## config.mk

```make
export PLATFORM = sky130hd
export DESIGN_NAME = dmem_arbiter
export DESIGN_NICKNAME = d
export VERILOG_FILES = /design/src/rtl/riscv_pkg.sv /design/src/rtl/dmem_arb_starve_cnt.sv /design/src/rtl/dmem_arbiter.sv
export SDC_FILE = /design/constraint.sdc
export NUM_CORES = 1
export LEC_CHECK = 0
export ABC_AREA = 1
export CELL_PAD_IN_SITES_DETAIL_PLACEMENT = 0
export CELL_PAD_IN_SITES_GLOBAL_PLACEMENT = 2
export CORE_AREA = 2 2 161 163
export CTS_CLUSTER_DIAMETER = 200
export CTS_CLUSTER_SIZE = 30
export DETAILED_ROUTE_END_ITERATION = 7
export DIE_AREA = 0 0 163 165
export PLACE_DENSITY_LB_ADDON = 0.08
export SYNTH_ARGS = -nofsm -noshare
export SYNTH_HDL_FRONTEND = slang
export SYNTH_SLANG_ARGS = --single-unit
```

## constraint.sdc

```tcl
create_clock -name clk -period 2.3 [get_ports clk]
set_clock_uncertainty 0.15 [all_clocks]
set_input_delay 0.46 -clock clk [delete_from_list [all_inputs] [get_ports clk]]
set_output_delay 0.46 -clock clk [all_outputs]
set_load 0.02 [all_outputs]
```

## src/rtl/riscv_pkg.sv

```systemverilog
// Shared RISC-V core types: data width, memory access ops and dmem arbiter state/count sizing.
package riscv_pkg;

  localparam int XLEN           = 32;
  localparam int DMEM_ARB_CNT_W = 8;

  typedef enum logic [2:0] {
    MEM_B  = 3'b000,
    MEM_H  = 3'b001,
    MEM_W  = 3'b010,
    MEM_BU = 3'b100,
    MEM_HU = 3'b101
  } mem_op_t;

  typedef enum logic {
    ARB_PIPE = 1'b0,
    ARB_LD   = 1'b1
  } arb_state_t;

endpackage

```

## src/rtl/dmem_arb_starve_cnt.sv

```systemverilog
// Loader starvation tracker: counts consecutive denied loader cycles and raises
// force_ld once the loader has waited MAX_WAIT cycles.
import riscv_pkg::*;

module dmem_arb_starve_cnt #(
  parameter int MAX_WAIT = 8
) (
  input  logic                      clk,
  input  logic                      reset,
  input  logic                      ld_req_valid,
  input  logic                      grant_ld,
  output logic [DMEM_ARB_CNT_W-1:0] wait_cnt,
  output logic                      force_ld
);

  localparam logic [DMEM_ARB_CNT_W-1:0] MAX_WAIT_C = DMEM_ARB_CNT_W'(MAX_WAIT);

  // Saturates at all-ones so a long stall can never wrap back below MAX_WAIT.
  always_ff @(posedge clk) begin
    if (reset) begin
      wait_cnt <= '0;
    end else if (!ld_req_valid || grant_ld) begin
      wait_cnt <= '0;
    end else if (wait_cnt != '1) begin
      wait_cnt <= wait_cnt + 1'b1;
    end
  end

  assign force_ld = (wait_cnt >= MAX_WAIT_C);

endmodule

```

## src/rtl/dmem_arbiter.sv

```systemverilog
// Two-way dmem arbiter: the pipeline MEM stage has default priority, the loader
// gets bounded bursts and a starvation-forced grant.
import riscv_pkg::*;

module dmem_arbiter #(
  parameter int MAX_WAIT  = 8,
  parameter int BURST_MAX = 4
) (
  input  logic            clk,
  input  logic            reset,
  input  logic            pipe_req_valid,
  input  logic            pipe_wr_en,
  input  logic [XLEN-1:0] pipe_addr,
  input  logic [XLEN-1:0] pipe_wdata,
  input  mem_op_t         pipe_mem_op,
  output logic            pipe_stall,
  output logic [XLEN-1:0] pipe_rdata,
  input  logic            ld_req_valid,
  output logic            ld_req_ready,
  input  logic            ld_wr_en,
  input  logic [XLEN-1:0] ld_addr,
  input  logic [XLEN-1:0] ld_wdata,
  input  mem_op_t         ld_mem_op,
  output logic            ld_rsp_valid,
  output logic [XLEN-1:0] ld_rsp_data,
  output logic [XLEN-1:0] dmem_addr,
  output logic [XLEN-1:0] dmem_wdata,
  output logic            dmem_wr_en,
  output logic            dmem_rd_en,
  output mem_op_t         dmem_mem_op,
  input  logic [XLEN-1:0] dmem_rdata
);

  localparam logic [DMEM_ARB_CNT_W-1:0] BURST_LAST = DMEM_ARB_CNT_W'(BURST_MAX - 1);

  arb_state_t                state;
  logic [DMEM_ARB_CNT_W-1:0] beat_cnt;
  logic [DMEM_ARB_CNT_W-1:0] wait_cnt;
  logic                      force_ld;
  logic                      grant_ld;
  logic                      grant_pipe;

  dmem_arb_starve_cnt #(
    .MAX_WAIT(MAX_WAIT)
  ) u_starve_cnt (
    .clk         (clk),
    .reset       (reset),
    .ld_req_valid(ld_req_valid),
    .grant_ld    (grant_ld),
    .wait_cnt    (wait_cnt),
    .force_ld    (force_ld)
  );

  always_comb begin
    grant_ld   = 1'b0;
    grant_pipe = 1'b0;
    if (state == ARB_PIPE) begin
      grant_ld   = ld_req_valid && (!pipe_req_valid || force_ld);
      grant_pipe = pipe_req_valid && !grant_ld;
    end else begin
      grant_ld   = ld_req_valid;
      grant_pipe = pipe_req_valid && !ld_req_valid;
    end
  end

  assign ld_req_ready = grant_ld;
  assign pipe_stall   = pipe_req_valid && !grant_pipe;
  assign pipe_rdata   = grant_pipe ? dmem_rdata : '0;

  always_comb begin
    dmem_addr   = '0;
    dmem_wdata  = '0;
    dmem_wr_en  = 1'b0;
    dmem_rd_en  = 1'b0;
    dmem_mem_op = MEM_B;
    if (grant_ld) begin
      dmem_addr   = ld_addr;
      dmem_wdata  = ld_wdata;
      dmem_wr_en  = ld_wr_en;
      dmem_rd_en  = !ld_wr_en;
      dmem_mem_op = ld_mem_op;
    end else if (grant_pipe) begin
      dmem_addr   = pipe_addr;
      dmem_wdata  = pipe_wdata;
      dmem_wr_en  = pipe_wr_en;
      dmem_rd_en  = !pipe_wr_en;
      dmem_mem_op = pipe_mem_op;
    end
  end

  // The entry beat is granted from ARB_PIPE, so the burst ends once the beat
  // being granted in ARB_LD is the BURST_MAX-th one.
  always_ff @(posedge clk) begin
    if (reset) begin
      state    <= ARB_PIPE;
      beat_cnt <= '0;
    end else if (state == ARB_PIPE) begin
      if (grant_ld) begin
        beat_cnt <= DMEM_ARB_CNT_W'(1);
        state    <= (BURST_MAX == 1) ? ARB_PIPE : ARB_LD;
      end
    end else begin
      if (!ld_req_valid) begin
        state <= ARB_PIPE;
      end else if (beat_cnt >= BURST_LAST) begin
        beat_cnt <= beat_cnt + 1'b1;
        state    <= ARB_PIPE;
      end else begin
        beat_cnt <= beat_cnt + 1'b1;
      end
    end
  end

  always_ff @(posedge clk) begin
    if (reset) begin
      ld_rsp_valid <= 1'b0;
      ld_rsp_data  <= '0;
    end else begin
      ld_rsp_valid <= grant_ld && !ld_wr_en;
      if (grant_ld && !ld_wr_en) begin
        ld_rsp_data <= dmem_rdata;
      end
    end
  end

endmodule
```

==> results.cfg <==
[setup_path]
cp.required_ns = 1.69
path_buf_inv = 5
reg2reg_slack_ns = 0.44
cp_slowest_cell = dfxtp_2
critPathTopFamily = buffers and inverters
worstSetupStartpointType = flop
cp_data_arrival_time_ns = 1.76
end_kind = primary output
cp_common_cell = nand2_2
cp_slowest_stage_delay_ns = 0.33
critPathMaxFanout = 8
criticalPathCategory = reg2out
cp_cell_sequence = inv_2 > nand2_2 > nor2_2 > nand2_2 > nand2_8 > buf_12 > clkinv_16 > clkbuf_16 > nand2_2 > nand2_2 > buf_6

[sta]
tns_ns = -2.03
slew_violations = 0
setup_slack_ns = -0.0692
timing.fmax_mhz = 422
rsz0062_at_grt = yes
hold_violations = 0
post-route-period-util_pct = 103
setup_viol = 79
fin_crit_ns = 2.37

[clock_tree]
clock-sinks = 50
cts-buffers-inserted = 5
clkTransAtPathRegs_ns = 0.08
worstSkewPairLatency_ns = 0.30
cts_tree = built
cts-root-buf = clkbuf_16
clk_path_buf_depth = 2
htree_num_levels = 2

[route]
wl_per_cell_um = 15.9
routed_wl_um = 20100
drt_iter0_drc = 143
route.detailed.drc = 0
vias_per_cell = 3.90
route.vias.total = 4921
first_pass_iters = 4
ant_nets = 0

[placed_design]
dpl_worst_slack_ns = -0.581
dp_hpwl_um = 13900
io_buffer_count = 307
place_congestion = 0.777

[power]
switching_power_w = 0.00112
clkPwrFrac_pct = 26.5
p_per_area_mw_per_mm2 = 395
seqPwrFrac_pct = 27.4
swShare_pct = 32.7
comb_power_share_pct = 46.1
p_int_w = 0.00230
ir_worst_vdd_uv = 343
leakagePower_nw = 3.96
power.total_w = 0.00342

[floorplanning]
die_x_um = 163
boundaryPins = 308
core_region_area_mm2 = 0.0250
die_h_um = 165
initial_core_util_pct = 12.9
rows = 58
dieArea_mm2 = 0.0269

[global_routing]
grt_max_degree = 71
globalRouteOverflowTotal = 0
grt_pass1_wl_um = 27500
gr-usage-all-layers_pct = 13.3
grt_pass1_vias = 4715
antenna_found_initial = 0

[yosys]
synth-seq-cells = 50
synth_fa_ha_area_share_pct = 1.17
ys_types = 24
ys.warnings.count = 0
synthSimpleGateAreaFrac_pct = 48.1
synth_top_family_by_area = simple AND/OR/NAND/NOR gates
synth_area_per_cell_um2 = 5.75
yosysSeqAreaShare_pct = 31.1
netlist_instances = 560
netlist_area_mm2 = 0.00322
synth-xor-area-share_pct = 0.544
muxShareOfSynthArea_pct = 0
synth_compound_area_share_pct = 6.61

[final_layout]
area_delta_synth_final_pct = 169
final_nets = 1105
drive_above_1_share_pct = 40.7
post-route-util_pct = 34.5

[run_status]
violations = setup timing
status = complete, but fails checks

[run]
drv_cap = 0

[hold_path]
worstHoldPathType = reg2reg
## power groups by stage
stage / Clock [W] / Sequential (W) / Combinational [W]
after floorplan: 0 / 0.00100 / 0.000428
after global placement: 0 / 0.000953 / 0.00128
after detailed placement: 0 / 0.000954 / 0.00127
after CTS: 0.000947 / 0.000936 / 0.00135
after global routing: 0.000970 / 0.000944 / 0.00168
final: 0.000905 / 0.000936 / 0.00157
## timing repair
action,CTS,global route
pin swaps,7,58
hold buffers,0,0
cloned,8,9
resized for setup,551,299
hold endpoints to repair,0,0
endpoints found under the setup margin,103,101
setup buffers,8,10
## registers in the layout (all words and copies together), names as in the netlist
name and flops:
u_starve_cnt.wait_cnt 8, ld_rsp_valid 1, beat_cnt 8, state 1, ld_rsp_data 32
## layout make-up
type / count / area (um^2)
Fill cell: 2680 / 16400
Timing Repair Buffer: 395 / 4190
Multi-Input combinational cell: 427 / 2620
Sequential cell: 50 / 1010
Tap cell: 330 / 413
Inverter: 50 / 214
Clock buffer: 6 / 139
Clock inverter: 2 / 38.8
Timing Repair inverter: 1 / 16.3
Antenna cell: 1 / 2.50
## logic make-up (layout without fill, tap and decap cells)
| kind of cell | after synthesis | after routing |
|---|---|---|
| buffers and inverters | 86 | 454 |
| adders and majority gates | 3 | 3 |
| other | 1 | 5 |
| DFF | 50 | 50 |
| xor gates and xnor gates | 2 | 2 |
| AOI/OAI and AO/OA | 42 | 42 |
| and+or+nand+nor | 376 | 376 |
## metrics by stage
stage          area [um^2]  cells  hold WS, ns
3_3_place_gp          7050   1223        0.319
3_5_place_dp          7050   1223        0.329
4_1_cts               7450   1247        0.344
6_report              8640   1262        0.339
5_1_grt               8640   1261        0.372
2_1_floorplan         3230    563        0.300
## cell usage after synthesis
| cell | count | area share (%) |
|---|---|---|
| nand2_1 | 162 | 19 |
| nor2_1 | 124 | 14 |
| nand3_1 | 81 | 13 |
| dfxtp_1 | 50 | 31 |
| inv_1 | 47 | 5.5 |
| o21ai_0 | 25 | 3.9 |
| buf_2 | 14 | 2.2 |
| o21ai_1 | 9 | 1.4 |
| a21oi_1 | 7 | 1.1 |
| buf_4 | 7 | 1.6 |
| clkbuf_1 | 7 | 0.82 |
| buf_1 | 4 | 0.47 |
| buf_6 | 4 | 1.4 |
| ha_1 | 3 | 1.2 |
| nor3_1 | 3 | 0.47 |
| inv_2 | 2 | 0.23 |
| nand2_4 | 2 | 0.70 |
| nand4_1 | 2 | 0.39 |
| xor2_1 | 2 | 0.54 |
| conb_1 | 1 | 0.12 |
| inv_4 | 1 | 0.19 |
| nand2_2 | 1 | 0.19 |
| nor2_4 | 1 | 0.35 |
| o21bai_1 | 1 | 0.23 |
## tightest hold or removal path, stage by stage, from the launching register on
cell	delay, ns
dfxtp_1	0.33
nand2_1	0.07
a21oi_1	0.05
## placed cells by master (no fill, tap or decap), types with 3 or more instances in the layout
cell,instances
a21oi_1,7
buf_12,13
buf_16,6
buf_4,80
buf_6,81
buf_8,4
clkbuf_16,11
clkdlybuf4s50_1,202
conb_1,4
dfxtp_1,45
dfxtp_2,5
ha_1,3
inv_1,44
inv_2,5
nand2_1,52
nand2_2,74
nand2_4,38
nand3_1,46
nand3_2,26
nand3_4,9
nor2_1,106
nor2_2,11
nor2_4,8
nor3_1,3
o21ai_0,24
o21ai_1,10
## layer usage
metal,global-route usage [%],routed length (um),share of wire [%],vias up
li1,-,-,-,2484
met2,24.1,10400,52,213
met5,0,0,0,-
met1,15.2,7850,39,2217
met3,4.50,1760,8.8,7
met4,2.45,143,0.71,0
## final timing paths
kind,startpoint,to,depth (start not counted)
setup / recovery,u_starve_cnt.wait_cnt[7],dmem_addr[16],11
hold / removal,beat_cnt[1],beat_cnt[1],2
setup reg to reg,u_starve_cnt.wait_cnt[7],beat_cnt[6],13
hold reg to reg,beat_cnt[1],beat_cnt[1],2
(Power assumes the default switching activity.)
